`config.mk`:
```
export PLATFORM = sky130hd
export DESIGN_NAME = coproc_sram_arbiter
export DESIGN_NICKNAME = d
export VERILOG_FILES = /design/src/rtl/coproc_sram_arb_pkg.sv /design/src/rtl/coproc_sram_arbiter_picker.sv /design/src/rtl/coproc_sram_arbiter.sv
export SDC_FILE = /design/constraint.sdc
export NUM_CORES = 1
export LEC_CHECK = 0
export ABC_AREA = 1
export CORE_AREA = 2 2 84 86
export CTS_BUF_LIST = sky130_fd_sc_hd__clkbuf_16
export CTS_CLUSTER_SIZE = 14
export DETAILED_ROUTE_END_ITERATION = 16
export DIE_AREA = 0 0 86 88
export PLACE_DENSITY = 0.71
export SYNTH_ARGS = -nofsm -noshare
export SYNTH_HDL_FRONTEND = slang
export SYNTH_SLANG_ARGS = --single-unit
```
`constraint.sdc`:
```
create_clock -name clk -period 4.6 [get_ports clk]
set_clock_uncertainty 0.1 [all_clocks]
set_input_delay 1.15 -clock clk [delete_from_list [all_inputs] [get_ports clk]]
set_output_delay 1.15 -clock clk [all_outputs]
set_load 0.01 [all_outputs]
```
`src/rtl/coproc_sram_arb_pkg.sv`:
```
// Shared types and helpers for the coprocessor SRAM arbiter.
// Holds the arbiter state enum, default widths and the rotate-priority pick.
package coproc_sram_arb_pkg;

    typedef enum logic {
        ARB,
        HOLD
    } arb_state_e;

    localparam int ADDR_W_DEF = 10;
    localparam int DATA_W_DEF = 32;
    localparam int MAX_REQ    = 8;
    localparam int IDX_W      = 3;

    // One-hot grant: first requester set in req, searching upward
    // from (last+1) mod n and wrapping.
    function automatic logic [MAX_REQ-1:0] rr_pick(
        input logic [MAX_REQ-1:0] req,
        input logic [IDX_W-1:0]   last,
        input int                 n
    );
        logic [MAX_REQ-1:0] gnt;
        logic               found;
        int                 idx;
        gnt   = '0;
        found = 1'b0;
        for (int k = 1; k <= MAX_REQ; k++) begin
            idx = (int'(last) + k) % n;
            if (k <= n && !found && req[idx[IDX_W-1:0]]) begin
                gnt[idx[IDX_W-1:0]] = 1'b1;
                found               = 1'b1;
            end
        end
        return gnt;
    endfunction

endpackage

```
`src/rtl/coproc_sram_arbiter_picker.sv`:
```
// Combinational rotate-priority encoder for N_REQ requesters.
// Ports: req_i (requests), last_i (last grant) -> gnt_o (one-hot), idx_o, valid_o.
module coproc_rr_picker
    import coproc_sram_arb_pkg::*;
#(
    parameter int N_REQ = 2
) (
    input  logic [N_REQ-1:0] req_i,
    input  logic [IDX_W-1:0] last_i,
    output logic [N_REQ-1:0] gnt_o,
    output logic [IDX_W-1:0] idx_o,
    output logic             valid_o
);

    logic [MAX_REQ-1:0] req_ext;
    logic [MAX_REQ-1:0] gnt_ext;

    always_comb begin
        req_ext              = '0;
        req_ext[N_REQ-1:0]   = req_i;
        gnt_ext              = rr_pick(req_ext, last_i, N_REQ);
        gnt_o                = gnt_ext[N_REQ-1:0];
        idx_o                = '0;
        for (int i = 0; i < MAX_REQ; i++) begin
            if (gnt_ext[i]) begin
                idx_o = IDX_W'(i);
            end
        end
        valid_o = |gnt_ext;
    end

endmodule

```
`src/rtl/coproc_sram_arbiter.sv`:
```
// Round-robin arbiter sharing one single-port SRAM between N_REQ Avalon-MM
// requesters; one command per cycle, 1-cycle read latency, one-hot readdatavalid.
// Ports: clk, reset_n (async low); req_* per-requester command/response buses;
// quiesce blocks new grants; idle; sram_* drive the SRAM, sram_readdata returns.
// Optional feature macro SRAM_ARB_LOCK_EN: req_lock pins the grant to its owner.
module coproc_sram_arbiter
    import coproc_sram_arb_pkg::*;
#(
    parameter int N_REQ  = 2,
    parameter int ADDR_W = ADDR_W_DEF,
    parameter int DATA_W = DATA_W_DEF
) (
    input  logic                      clk,
    input  logic                      reset_n,
    input  logic [N_REQ*ADDR_W-1:0]   req_address,
    input  logic [N_REQ-1:0]          req_read,
    input  logic [N_REQ-1:0]          req_write,
    input  logic [N_REQ*DATA_W-1:0]   req_writedata,
    input  logic [N_REQ*DATA_W/8-1:0] req_byteenable,
    input  logic [N_REQ-1:0]          req_lock,
    output logic [N_REQ-1:0]          req_waitrequest,
    output logic [DATA_W-1:0]         req_readdata,
    output logic [N_REQ-1:0]          req_readdatavalid,
    input  logic                      quiesce,
    output logic                      idle,
    output logic [ADDR_W-1:0]         sram_address,
    output logic [DATA_W/8-1:0]       sram_byteenable,
    output logic                      sram_chipselect,
    output logic                      sram_write,
    output logic [DATA_W-1:0]         sram_writedata,
    output logic                      sram_clken,
    input  logic [DATA_W-1:0]         sram_readdata
);

    localparam int BE_W = DATA_W / 8;

    logic [N_REQ-1:0] active;
    logic [N_REQ-1:0] eligible;
    logic [N_REQ-1:0] cand;
    logic [N_REQ-1:0] gnt;
    logic [IDX_W-1:0] g_idx;
    logic             accept;

    logic [IDX_W-1:0] last_q, last_d;
    logic             rd_pend_q, rd_pend_d;
    logic [IDX_W-1:0] rd_id_q, rd_id_d;

    assign active = req_read | req_write;

`ifdef SRAM_ARB_LOCK_EN
    arb_state_e       state_q;
    logic [IDX_W-1:0] owner_q;
    logic [N_REQ-1:0] owner_oh;
    logic             pinned;
    logic             lock_g;

    // The owner stays pinned while it still requests or holds lock;
    // once it drops both, the others may win in that same cycle.
    always_comb begin
        owner_oh = '0;
        for (int i = 0; i < N_REQ; i++) begin
            owner_oh[i] = (owner_q == IDX_W'(i));
        end
        pinned   = (state_q == HOLD) && |(owner_oh & (active | req_lock));
        cand     = pinned ? (active & owner_oh) : active;
    end

    assign lock_g = |(gnt & req_lock);

    always_ff @(posedge clk or negedge reset_n) begin
        if (!reset_n) begin
            state_q <= ARB;
            owner_q <= '0;
        end else begin
            unique case (state_q)
                ARB: begin
                    if (accept && lock_g) begin
                        state_q <= HOLD;
                        owner_q <= g_idx;
                    end
                end
                HOLD: begin
                    if (pinned) begin
                        if (accept && !lock_g) begin
                            state_q <= ARB;
                        end
                    end else if (accept && lock_g) begin
                        owner_q <= g_idx;
                    end else begin
                        state_q <= ARB;
                    end
                end
                default: state_q <= ARB;
            endcase
        end
    end
`else
    logic unused_lock;
    assign unused_lock = ^req_lock;
    assign cand        = active;
`endif

    // Grants are suppressed while in reset or quiesced.
    assign eligible = (reset_n && !quiesce) ? cand : '0;

    coproc_rr_picker #(
        .N_REQ (N_REQ)
    ) u_picker (
        .req_i   (eligible),
        .last_i  (last_q),
        .gnt_o   (gnt),
        .idx_o   (g_idx),
        .valid_o (accept)
    );

    always_comb begin
        sram_address    = '0;
        sram_byteenable = '0;
        sram_writedata  = '0;
        sram_write      = 1'b0;
        for (int i = 0; i < N_REQ; i++) begin
            if (gnt[i]) begin
                sram_address    = req_address[i*ADDR_W +: ADDR_W];
                sram_byteenable = req_byteenable[i*BE_W +: BE_W];
                sram_writedata  = req_writedata[i*DATA_W +: DATA_W];
                sram_write      = req_write[i];
            end
        end
    end

    assign sram_chipselect = accept;
    assign sram_clken      = reset_n;
    assign req_waitrequest = ~gnt;
    assign idle            = !rd_pend_q && !accept;

    always_comb begin
        last_d    = accept ? g_idx : last_q;
        rd_pend_d = accept && !sram_write;
        rd_id_d   = accept ? g_idx : rd_id_q;
    end

    always_ff @(posedge clk or negedge reset_n) begin
        if (!reset_n) begin
            last_q    <= IDX_W'(N_REQ - 1);
            rd_pend_q <= 1'b0;
            rd_id_q   <= '0;
        end else begin
            last_q    <= last_d;
            rd_pend_q <= rd_pend_d;
            rd_id_q   <= rd_id_d;
        end
    end

    // Read data is gated so the bus reads zero whenever no response is due.
    always_comb begin
        req_readdatavalid = '0;
        for (int i = 0; i < N_REQ; i++) begin
            req_readdatavalid[i] = rd_pend_q && (rd_id_q == IDX_W'(i));
        end
        req_readdata = rd_pend_q ? sram_readdata : '0;
    end

endmodule

```
==> results.md <==
- Drt drc: 0
- CTS Buf Count: 3
- WL per Instance: 10.71 um
- Initial antenna violation count: 0
- Overall routing resource usage: a little over an eighth
- Pins Over Slew Limit: 0
- Max Cap Viol: 0
- Leakage power: 1.729 nW
- Syn_nets: ~380
- Reg2reg path depth: 4
- RSZ-0062 raised after global routing: false
- Clk_lat worst skew: between 0.2 and 0.25 ns
- Top layer in use: met4
- Reg area: between 70 and 80 um2
- Fin crit share: 93.94%
- Measured slew at the worst slew-check pin: ~0.97 ns
- Max IR drop VDD: roughly 0.13 mV
- Crit path launch: reset_n
- CTS H-Tree Depth: 1
- Min Clock Period, post-route: ~4.3 ns
- CP Capture Type: output port
- Number of global-route vias before repair: ~1800
- Root buf cell: clkbuf_16
- Synth cell types: 15
- CP startpoint kind: input pin
- Outcome: finished, final reports clean
- Register area share after synthesis: between 7 and 8%
- Die extent in y: about 88 um
- Synth Warn #: 0
- Hold path cells: 2
- Pwr dens: approximately 150 nW/um2
- Area delta synth->final: 210.5%
- Met2 wire len: about 3100 um
- DPL Wire Length: between 4000 and 5000 um
- Initial Util: 16.29%
- Non-filler instance count after layout: 540
- Multi-input gate area: roughly 740 um2
- CTS tree: done
- Metal-1 WL: between 2000 and 2500 um
- Placed cell count: ~540
- Longest Clk Path Bufs: 2
- Vias after detailed routing: just over 2000
- Post-placement worst setup slack: about 0.27 ns
- Largest net degree at the start of global routing: between 40 and 50
- Setup TNS: 0 ns
- Post-CTS Resized: 0
- Postcts setup bufs: 0
- DRT Pass-1 Iters: 4
- Synth Cell Area: 1082 um2
- Crit path required time: approximately 3.4 ns
- Slew headroom: around 36%
- Met3 Wirelength: 521 um
- Worst hold path class: reg -> reg
- Diodes inserted: 0
- Row cnt: 30
- Die ar.: about 7600 um2
- CP Capture Point: sram_writedata[16]
- Reg2reg start: last_q[0]
- DR vias/cell: 3.815
- Clk sink count: 3
- Gpl congestion: ~0.84
- Number of DRC markers in iteration 0: 32
- Die width: approximately 86 um
- DRT Wirelength: between 5000 and 6000 um
- Max Clk Rate: approximately 230 MHz
- CP arrival: a little over 3 ns
- Fillers: approximately 650
- Worst R2R Setup Slack: 3.47 ns
- Post-Syn Area per Cell: 4.312 um2
- Crit path kind: in -> out
- Hold_buf cts: 0
- GR Overflow Total: 0
- Nets@finish: 594
- Yosys reg bits: 3
- CP Max Fanout: 37
- Final hold vios: 0
- Cells after Synth: about 250
- Worst-path clk slew: ~0.030 ns
- Share of cells above drive strength 1: about 2.4%
- RR Endpoint: rd_pend_q
- Slack of the critical path: 0.2788 ns
- Core Footprint: 6644 um2
- Final setup violation count: 0
- I/O Buffers: ~220
- # IOs: ~220
- Post-DRT Antenna Nets: 0
- First-pass GRT wire length: just over 8000 um
cell type report:
type / instances / area share [%]
well taps: 80 / 2.978
inverters: 42 / 4.765
multi-input cells: 192 / 21.89
clock buffers: 3 / 2.234
clock inverters: 1 / 0.1117
repair buffers: 219 / 65.75
flip-flops and latches: 3 / 2.271
state kept, by name (all words and copies together), names as in the netlist:
name       cells
rd_id_q        1
rd_pend_q      1
last_q         1
through the flow:
stage	hold slack [ns]	area, um2	util [%]	power [mW]
after floorplan	0.3645	1082	-	0.1476
after global placement	0.4200	3282	49.40	0.3750
after detailed placement	0.4116	3282	49.40	0.3785
after CTS	0.4188	3361	50.58	0.5151
after global routing	0.4623	3361	50.58	0.5427
final	0.4128	3361	50.58	0.5086
how the worst min path moves through the flow:
| stage | startpoint | end |
|---|---|---|
| CTS | rd_id_q[0] | rd_id_q[0] |
| detailed placement | rd_id_q[0] | rd_id_q[0] |
| global route | rd_id_q[0] | rd_id_q[0] |
| finish | rd_id_q[0] | rd_id_q[0] |
| floorplan | rd_id_q[0] | rd_id_q[0] |
| global placement | rd_id_q[0] | rd_id_q[0] |
metal layers:
layer / up-vias / global-route usage, %
li1: 1121 / -
met1: 840 / 14.89
met2: 97 / 25.86
met3: 2 / 3.299
met4: 0 / 1.299
met5: - / 0
cell usage after synthesis:
library cell | n | area share (%)
nand2_1 | 178 | 62
inv_1 | 41 | 14
nor2_1 | 7 | 2.4
buf_6 | 6 | 6.2
clkbuf_1 | 4 | 1.4
buf_4 | 3 | 2.1
dfrtp_1 | 2 | 4.6
nand3_1 | 2 | 0.92
nor2_2 | 2 | 1.2
buf_2 | 1 | 0.46
dfstp_2 | 1 | 2.4
inv_4 | 1 | 0.58
nand2_2 | 1 | 0.58
o211ai_1 | 1 | 0.69
o21ai_0 | 1 | 0.46
kinds of logic after synthesis:
| group | Yosys count | share of synthesized area, % |
|---|---|---|
| compound gates | 2 | 1.156 |
| buf+inv | 56 | 24.97 |
| flops | 3 | 7.053 |
| simple gates | 190 | 66.82 |
cell usage in the layout, fill, tap and decap left out:
master,synthesis,layout
o21ai_0,1,1
clkdlybuf4s50_1,0,216
nor2_1,7,7
clkbuf_16,0,3
inv_1,41,42
buf_12,0,2
buf_4,3,1
dfrtp_1,2,2
o211ai_1,1,1
nand3_1,2,2
nand2_2,1,1
nand2_1,178,178
dfstp_2,1,1
nor2_2,2,2
inv_4,1,1
where the power goes:
group,internal (mW),total (mW),switching (mW)
clock network,0.112,0.134,0.0218
logic,0.215,0.333,0.118
registers,0.0322,0.0423,0.0101
total,0.359,0.509,0.150
worst max-delay path, cell delays in order:
cell             delay, ns
clkdlybuf4s50_1       0.51
nand2_1               0.11
nor2_2                0.17
nand2_2               0.11
inv_4                 0.13
buf_12                0.20
nand2_1               0.07
nand2_1               0.06
clkdlybuf4s50_1       0.55
Note: power is estimated with default switching activity, not from simulation.
